## src/rtl/register_serial_pkg.sv

```systemverilog
// Shared types and defaults for the register serial read-out path.
package register_serial_pkg;

  typedef enum logic [1:0] {
    IDLE   = 2'd0,
    SHIFT  = 2'd1,
    PARITY = 2'd2,
    DONE   = 2'd3
  } state_t;

  localparam int DEF_WIDTH      = 8;
  localparam int DEF_BIT_CYCLES = 1;

endpackage

```

## src/rtl/serial_bit_timer.sv

```systemverilog
// Counts clock cycles within one serial bit period; ticks on the last cycle.
module serial_bit_timer #(
  parameter int bit_cycles = 1
) (
  input  logic clk,
  input  logic reset,
  input  logic clear,
  input  logic run,
  output logic bit_tick
);

  localparam int CW = (bit_cycles > 1) ? $clog2(bit_cycles) : 1;
  localparam logic [CW-1:0] LAST = CW'(bit_cycles - 1);

  logic [CW-1:0] cnt;

  assign bit_tick = run && (cnt == LAST);

  // cycle counter: wraps at the end of each bit period, held at zero when idle
  always_ff @(posedge clk or posedge reset) begin
    if (reset)         cnt <= '0;
    else if (clear)    cnt <= '0;
    else if (bit_tick) cnt <= '0;
    else if (run)      cnt <= cnt + CW'(1);
  end

endmodule

```

## src/rtl/register_serial_reader.sv

```systemverilog
// Serializes a handshaken parallel word MSB first with frame strobe,
// optional even-parity bit and a one-cycle completion pulse.
import register_serial_pkg::*;

module register_serial_reader #(
  parameter int width      = DEF_WIDTH,
  parameter int bit_cycles = DEF_BIT_CYCLES,
  parameter bit parity_en  = 1'b0
) (
  input  logic             clk,
  input  logic             reset,
  input  logic             in_valid,
  input  logic [width-1:0] in_data,
  output logic             in_ready,
  output logic             ser_out,
  output logic             ser_frame,
  output logic             busy,
  output logic             done
);

  localparam int BW = $clog2(width + 1);
  localparam logic [BW-1:0] LASTBIT = BW'(width - 1);

  state_t           state, state_d;
  logic [width-1:0] sr, sr_d;
  logic [BW-1:0]    bcnt, bcnt_d;
  logic             par, par_d;
  logic             ser_out_d, ser_frame_d, done_d;
  logic             hs, run, bit_tick;

  assign in_ready = (state == IDLE) && !reset;
  assign busy     = (state != IDLE);
  assign hs       = in_valid && in_ready;
  assign run      = (state == SHIFT) || (state == PARITY);

  serial_bit_timer #(.bit_cycles(bit_cycles)) u_timer (
    .clk      (clk),
    .reset    (reset),
    .clear    (hs),
    .run      (run),
    .bit_tick (bit_tick)
  );

  // next state, next shift/parity contents, and the outputs for the next cycle
  always_comb begin
    state_d = state;
    sr_d    = sr;
    bcnt_d  = bcnt;
    par_d   = par;
    case (state)
      IDLE: if (hs) begin
        state_d = SHIFT;
        sr_d    = in_data;
        bcnt_d  = '0;
        par_d   = ^in_data;
      end
      SHIFT: if (bit_tick) begin
        sr_d   = {sr[width-2:0], 1'b0};
        bcnt_d = bcnt + BW'(1);
        if (bcnt == LASTBIT) state_d = parity_en ? PARITY : DONE;
      end
      PARITY: if (bit_tick) state_d = DONE;
      DONE:   state_d = IDLE;
      default: state_d = IDLE;
    endcase
    // outputs are registered, so they are derived from the upcoming state
    ser_out_d   = 1'b0;
    ser_frame_d = 1'b0;
    done_d      = 1'b0;
    case (state_d)
      SHIFT:  begin ser_out_d = sr_d[width-1]; ser_frame_d = 1'b1; end
      PARITY: begin ser_out_d = par_d;         ser_frame_d = 1'b1; end
      DONE:   done_d = 1'b1;
      default: ;
    endcase
  end

  // state, datapath and output flops
  always_ff @(posedge clk or posedge reset) begin
    if (reset) begin
      state     <= IDLE;
      sr        <= '0;
      bcnt      <= '0;
      par       <= 1'b0;
      ser_out   <= 1'b0;
      ser_frame <= 1'b0;
      done      <= 1'b0;
    end else begin
      state     <= state_d;
      sr        <= sr_d;
      bcnt      <= bcnt_d;
      par       <= par_d;
      ser_out   <= ser_out_d;
      ser_frame <= ser_frame_d;
      done      <= done_d;
    end
  end

endmodule

```

## config.mk

```make
export PLATFORM = sky130hd
export DESIGN_NAME = register_serial_reader
export DESIGN_NICKNAME = d
export VERILOG_FILES = /design/src/rtl/register_serial_pkg.sv /design/src/rtl/serial_bit_timer.sv /design/src/rtl/register_serial_reader.sv
export SDC_FILE = /design/constraint.sdc
export NUM_CORES = 1
export LEC_CHECK = 0
export BUFFER_PORTS_ARGS = -buffer_cell sky130_fd_sc_hd__buf_2
export CAP_MARGIN = 10
export CORE_MARGIN = 3
export CORE_UTILIZATION = 55
export DETAILED_ROUTE_END_ITERATION = 10
export GPL_TIMING_DRIVEN = 0
export PLACE_DENSITY = 0.77
export REMOVE_ABC_BUFFERS = 1
export SLEW_MARGIN = 20
export SYNTH_ARGS = -nofsm -noshare
export SYNTH_HDL_FRONTEND = slang
export SYNTH_SLANG_ARGS = --single-unit
export TNS_END_PERCENT = 1
```

## constraint.sdc

```tcl
create_clock -name clk -period 2.5 [get_ports clk]
set_input_delay 0.25 -clock clk [delete_from_list [all_inputs] [get_ports clk]]
set_output_delay 0.25 -clock clk [all_outputs]
set_load 0.02 [all_outputs]
```

==> results of run 1 <==
how the worst max path moves through the flow:
stage	to	slack, ns	cells past startpoint
after floorplan	ser_out	0.50	9
final	ser_out	0.24	8
after detailed placement	ser_out	0.23	8
after global routing	ser_out	0.04	9
after global placement	ser_out	0.25	9
after CTS	ser_out	0.21	8
layout by cell type (no fill, tap or decap):
| cell type | instances |
|---|---|
| a2111oi_4 | 1 |
| a21oi_1 | 2 |
| a222oi_1 | 6 |
| a22o_1 | 2 |
| a22oi_1 | 1 |
| and2_1 | 2 |
| and3_1 | 2 |
| and3b_1 | 1 |
| buf_2 | 15 |
| clkbuf_4 | 3 |
| clkinv_2 | 1 |
| dfrtp_1 | 19 |
| ha_1 | 10 |
| inv_1 | 13 |
| mux2i_1 | 1 |
| nand2_1 | 6 |
| nand2b_1 | 2 |
| nand3_1 | 2 |
| nand3b_4 | 1 |
| nand4_1 | 1 |
| nand4b_1 | 1 |
| nor2_1 | 5 |
| nor2b_1 | 1 |
| o211ai_1 | 1 |
| o21a_1 | 1 |
| o21ai_0 | 4 |
| o21ai_1 | 5 |
| o311ai_1 | 1 |
| o31ai_2 | 1 |
| or2_4 | 1 |
| or3_1 | 1 |
| xnor2_1 | 7 |
metrics by stage:
stage / utilization / area (µm²) / cells / total power, W / setup slack (ns)
6_report: 0.673 / 1210 / 145 / 0.00122 / 0.235
5_1_grt: 0.673 / 1210 / 145 / 0.00133 / 0.0356
4_1_cts: 0.673 / 1210 / 145 / 0.00123 / 0.212
3_5_place_dp: 0.658 / 1180 / 141 / 0.00107 / 0.228
3_3_place_gp: 0.658 / 1180 / 141 / 0.00105 / 0.254
2_1_floorplan: - / 1080 / 101 / 0.000934 / 0.502
critical path: cells and delay by family (launching register included):
family	cells	cell delay (ns)
compound gates	3	0.53
fa+ha+maj	2	0.68
buf+inv	1	0.18
flops	1	0.42
simple gates	2	0.33
per-layer routing:
metal,global-route usage,wire (µm),up-vias
met1,0.212,820,377
met5,0,0,-
li1,-,-,400
met2,0.300,979,29
met3,0.0386,95,4
met4,0.0717,26,0
synthesized netlist by cell type, types with 2 or more instances:
| cell type | count |
|---|---|
| nand3_1 | 2 |
| ha_1 | 10 |
| nor2_1 | 5 |
| nand2_1 | 6 |
| a22o_1 | 2 |
| o21ai_1 | 5 |
| dfrtp_1 | 19 |
| and3_1 | 2 |
| a222oi_1 | 6 |
| inv_1 | 13 |
| and2_1 | 2 |
| nand2b_1 | 2 |
| o21ai_0 | 4 |
| a21oi_1 | 2 |
| xnor2_1 | 7 |
registers in the layout, summed over array words and instances (netlist names):
signal / flops
par: 1
bcnt: 4
state: 2
ser_frame: 1
done: 1
u_timer.cnt: 1
ser_out: 1
sr: 8
logic make-up (layout without fill, tap and decap cells):
kind of cell,Yosys count,in the layout
buf+inv,15,32
mux,1,1
flops,19,19
simple gates,26,26
compound gates,25,25
fa+ha+maj,10,10
xor+xnor,7,7
layout make-up:
type                    instances  area (µm²)
flip-flops and latches         19         475
fillers                       144         589
clock buffers                   3        22.5
multi-input cells              69         554
repair buffers                 15        75.1
inverters                      13        48.8
well taps                      25        31.3
clock inverters                 1        5.00
power by group:
part / switching [W] / internal (W) / total, W
clock: 0.0000949 / 0.0000595 / 0.000154
combinational: 0.000357 / 0.000244 / 0.000602
sequential: 0.0000580 / 0.000406 / 0.000464
total: 0.000510 / 0.000710 / 0.00122
==> flow_summary.ini, run 1 <==
[global_routing]
grt_pass1_vias = 786
antenna_found_initial = 0
track_usage = 0.175
grt_pass1_wl_um = 3410
grt_max_degree = 20
grt-ovfl-total = 0

[die]
start_util = 0.608
ioPinCount = 16
rows = 15
die_y_um = 50.6
die_w_um = 50.6
core_area_um2 = 1800
die_area_um2 = 2560

[sta]
fmax_mhz = 442
finalSetupViolCount = 0
fin_setup_tns_ns = 0
relSlewSlack = 0.519
hold_viol = 0
rsz0062_at_grt = false
slew_viol_final = 0
post-route-period-util = 0.906
fin_skew_ns = 0.00229
hold_slack_ns = 0.0890
period_minus_slack_ns = 2.26
tightest_slew_ns = 0.720

[cts]
ctsResizeCount = 0
cts_hold_buf = 0
cts_buffer_depth = 2
clk_latency_ns = 0.29
cts.clk_slew.worst_paths_ns = 0.11
numCtsBuffers = 3
cts_tree = built
cts_setup_buffers = 0
cts_root_buffer = clkbuf_4
htreeDepth = 1
cts_sinks = 19

[placed_design]
io_buffers = 15
place_congestion = 0.746
hpwl_um = 1460

[final_layout]
nets = 142
n_antenna_cell = 0
syn_to_final_growth_pct = 10.7
drive_gt1_frac = 0.192

[logic_synthesis]
synthAdderAreaFrac = 0.114
syn_area_um2 = 1090
synth-compound-area-share = 0.186
yosys.area.top_type_share = 0.434
yosysSeqAreaShare = 0.434
yosys.area_share.simple = 0.141
syn_inst = 103
netlist-cell-type-count = 31
synth_edf_count = 0
synthMuxAreaShare = 0.00914
synth_flop_cell = dfrtp_1
avgSynthCellArea_um2 = 10.6
synthArstFlopShare = 1.00
synth_top_cell_by_area = dfrtp_1
synthTopCellsByArea = dfrtp_1 (43%), ha_1 (11%), xnor2_1 (5.6%)
synth-xor-area-share = 0.0560
synth_top_family_by_area = compound AO/OA/AOI/OAI gates
ys_warn_count = 0
ys_seq_elements = 19

[worst_setup_path]
max_stage_delay_ns = 0.42
start_kind = flop
r2r-start = state[1]
r2r_setup_slack_ns = 0.24
startpoint = state[1]
cp_common_cell = ha_1
critPathMaxFanout = 6
crit_chain = inv_1 > ha_1 > and3b_1 > nor2_1 > a22oi_1 > ha_1 > o311ai_1 > o211ai_1
required_ns = 2.68
r2r_cells = 8
arrival_ns = 2.44
slowest_stage = dfrtp_1
r2r-end = ser_out
setup.worst_path.class = flop to flop
cp-end-kind = flop

[routing]
drt-initial-drc-count = 35
via_per_inst = 5.59
ant_nets = 0
vias = 810
first_pass_iters = 4
wire_per_inst_um = 13.3
post-route-drc-count = 0
finalWirelength_um = 1920

[status]
status = complete, no violations

[power_and_ir_drop]
peakVddDrop_uv = 666
pwr_density_cell_nw_per_um2 = 1010
power_leakage_nw = 0.658

[run]
cap_violations = 0

[min_path]
hold_class = input port to async pin
Power figures use the tool's default switching activity.
==> run 2: changes to the inputs <==
CELL_PAD_IN_SITES_DETAIL_PLACEMENT = 1   (was default)
CELL_PAD_IN_SITES_GLOBAL_PLACEMENT = 1   (was default)
CORE_UTILIZATION = 43   (was 55)
==> flow_summary.ini, run 2 (synthesized netlist as in run 1, its figures left out) <==
[status]
status = complete, no violations

[global_routing]
grt_pass1_vias = 878
antenna_found_initial = 0
grt-ovfl-total = 0
grt_pass1_wl_um = 4070
track_usage = 0.163
grt_max_degree = 20

[cts]
cts_setup_buffers = 0
ctsResizeCount = 0
cts_hold_buf = 0
cts_tree = built
cts_sinks = 19
cts.clk_slew.worst_paths_ns = 0.12
cts_buffer_depth = 2
clk_latency_ns = 0.30
htreeDepth = 1
cts_root_buffer = clkbuf_4
numCtsBuffers = 3

[final_layout]
n_antenna_cell = 0
nFillCells = 277
largest_register_ffs = 8
syn_to_final_growth_pct = 12.1
regMostFlops = sr
final_common_cell = dfrtp_1
mostFrequentLayoutCells = dfrtp_1 (18), buf_2 (15), inv_1 (13), ha_1 (9), xnor2_1 (7)
top_regs = sr x8, bcnt x4, state x2
multi_input_area_um2 = 564
seq_area_um2 = 477
drive_gt1_frac = 0.217
nets = 142

[die]
rows = 17
ioPinCount = 16
start_util = 0.472
die_area_um2 = 3190
die_w_um = 56.5
die_y_um = 56.5
core_area_um2 = 2320

[power_and_ir_drop]
total_power_w = 0.00125
peakVddDrop_uv = 528
pwr_density_cell_nw_per_um2 = 1020
p_comb_frac = 0.498
p_sw_w = 0.000525
power_leakage_nw = 0.664
seqPwrFrac = 0.376
p_int_w = 0.000725
swShare = 0.420
clockPowerShare = 0.126

[placed_design]
place_congestion = 0.792
io_buffers = 15
dp_slack_ns = 0.0748
hpwl_um = 1770

[sta]
slew_viol_final = 0
post-route-period-util = 0.888
period_minus_slack_ns = 2.22
relSlewSlack = 0.502
fin_setup_tns_ns = 0
rsz0062_at_grt = false
hold_viol = 0
tightest_slew_ns = 0.746
finalSetupViolCount = 0
fmax_mhz = 450
fin_skew_ns = 0.00888
fin_ws_ns = 0.280
hold_slack_ns = 0.0910

[worst_setup_path]
r2r_cells = 8
r2r-start = state[0]
r2r-end = ser_out
arrival_ns = 2.41
setup.worst_path.class = flop to flop
required_ns = 2.68
cp-end-kind = flop
r2r_setup_slack_ns = 0.28
start_kind = flop
critPathMaxFanout = 5

[routing]
drt-initial-drc-count = 46
finalWirelength_um = 2230
vias = 812
first_pass_iters = 4
wire_per_inst_um = 15.1
post-route-drc-count = 0
ant_nets = 0
via_per_inst = 5.49

[min_path]
hold_class = input port to async pin

[run]
cap_violations = 0
-- run 2: cell counts in the layout (fill, tap and decap cells not counted) --
No cell type changed its count.
-- run 2: how the worst max path moves through the flow --
stage,startpoint,end,slack (ns)
floorplan,state[0],ser_out,0.50
global placement,state[0],ser_out,0.21
detailed placement,state[0],ser_out,0.07
CTS,state[0],ser_out,0.05
global route,state[1],ser_out,0.05
finish,state[0],ser_out,0.28
-- run 2: through the flow --
step / area (µm²) / std cells / util
floorplan: 1080 / 101 / -
global placement: 1190 / 144 / 0.513
detailed placement: 1190 / 144 / 0.513
CTS: 1220 / 148 / 0.525
global route: 1230 / 148 / 0.529
finish: 1230 / 148 / 0.529
-- run 2: area by class of cell --
class / count / share of cell area
clock buffers: 3 / 0.0183
clock inverters: 1 / 0.00408
inverters: 13 / 0.0398
multi-input cells: 69 / 0.460
flip-flops and latches: 19 / 0.388
well taps: 28 / 0.0285
repair buffers: 15 / 0.0612
-- run 2: layer usage --
layer | vias to the layer above | share of wire | track usage
met5 | - | 0 | 0
met4 | 0 | 0.019 | 0.0814
met2 | 10 | 0.52 | 0.277
met3 | 4 | 0.024 | 0.0299
met1 | 398 | 0.43 | 0.195
li1 | 400 | - | -
-- run 2: critical path, cell delays in order (launching register included) --
cell and delay, ns:
dfrtp_2 0.46, inv_1 0.16, ha_2 0.29, and3b_1 0.25, nor2_1 0.06, a22oi_1 0.30, ha_1 0.35, o311ai_1 0.11
o211ai_1 0.13
-- run 2: power groups by stage --
stage	logic, W	clock network [W]	registers [W]
floorplan	0.000460	0	0.000474
global placement	0.000597	0	0.000470
detailed placement	0.000620	0	0.000477
CTS	0.000623	0.000164	0.000470
global route	0.000712	0.000178	0.000485
finish	0.000622	0.000157	0.000470
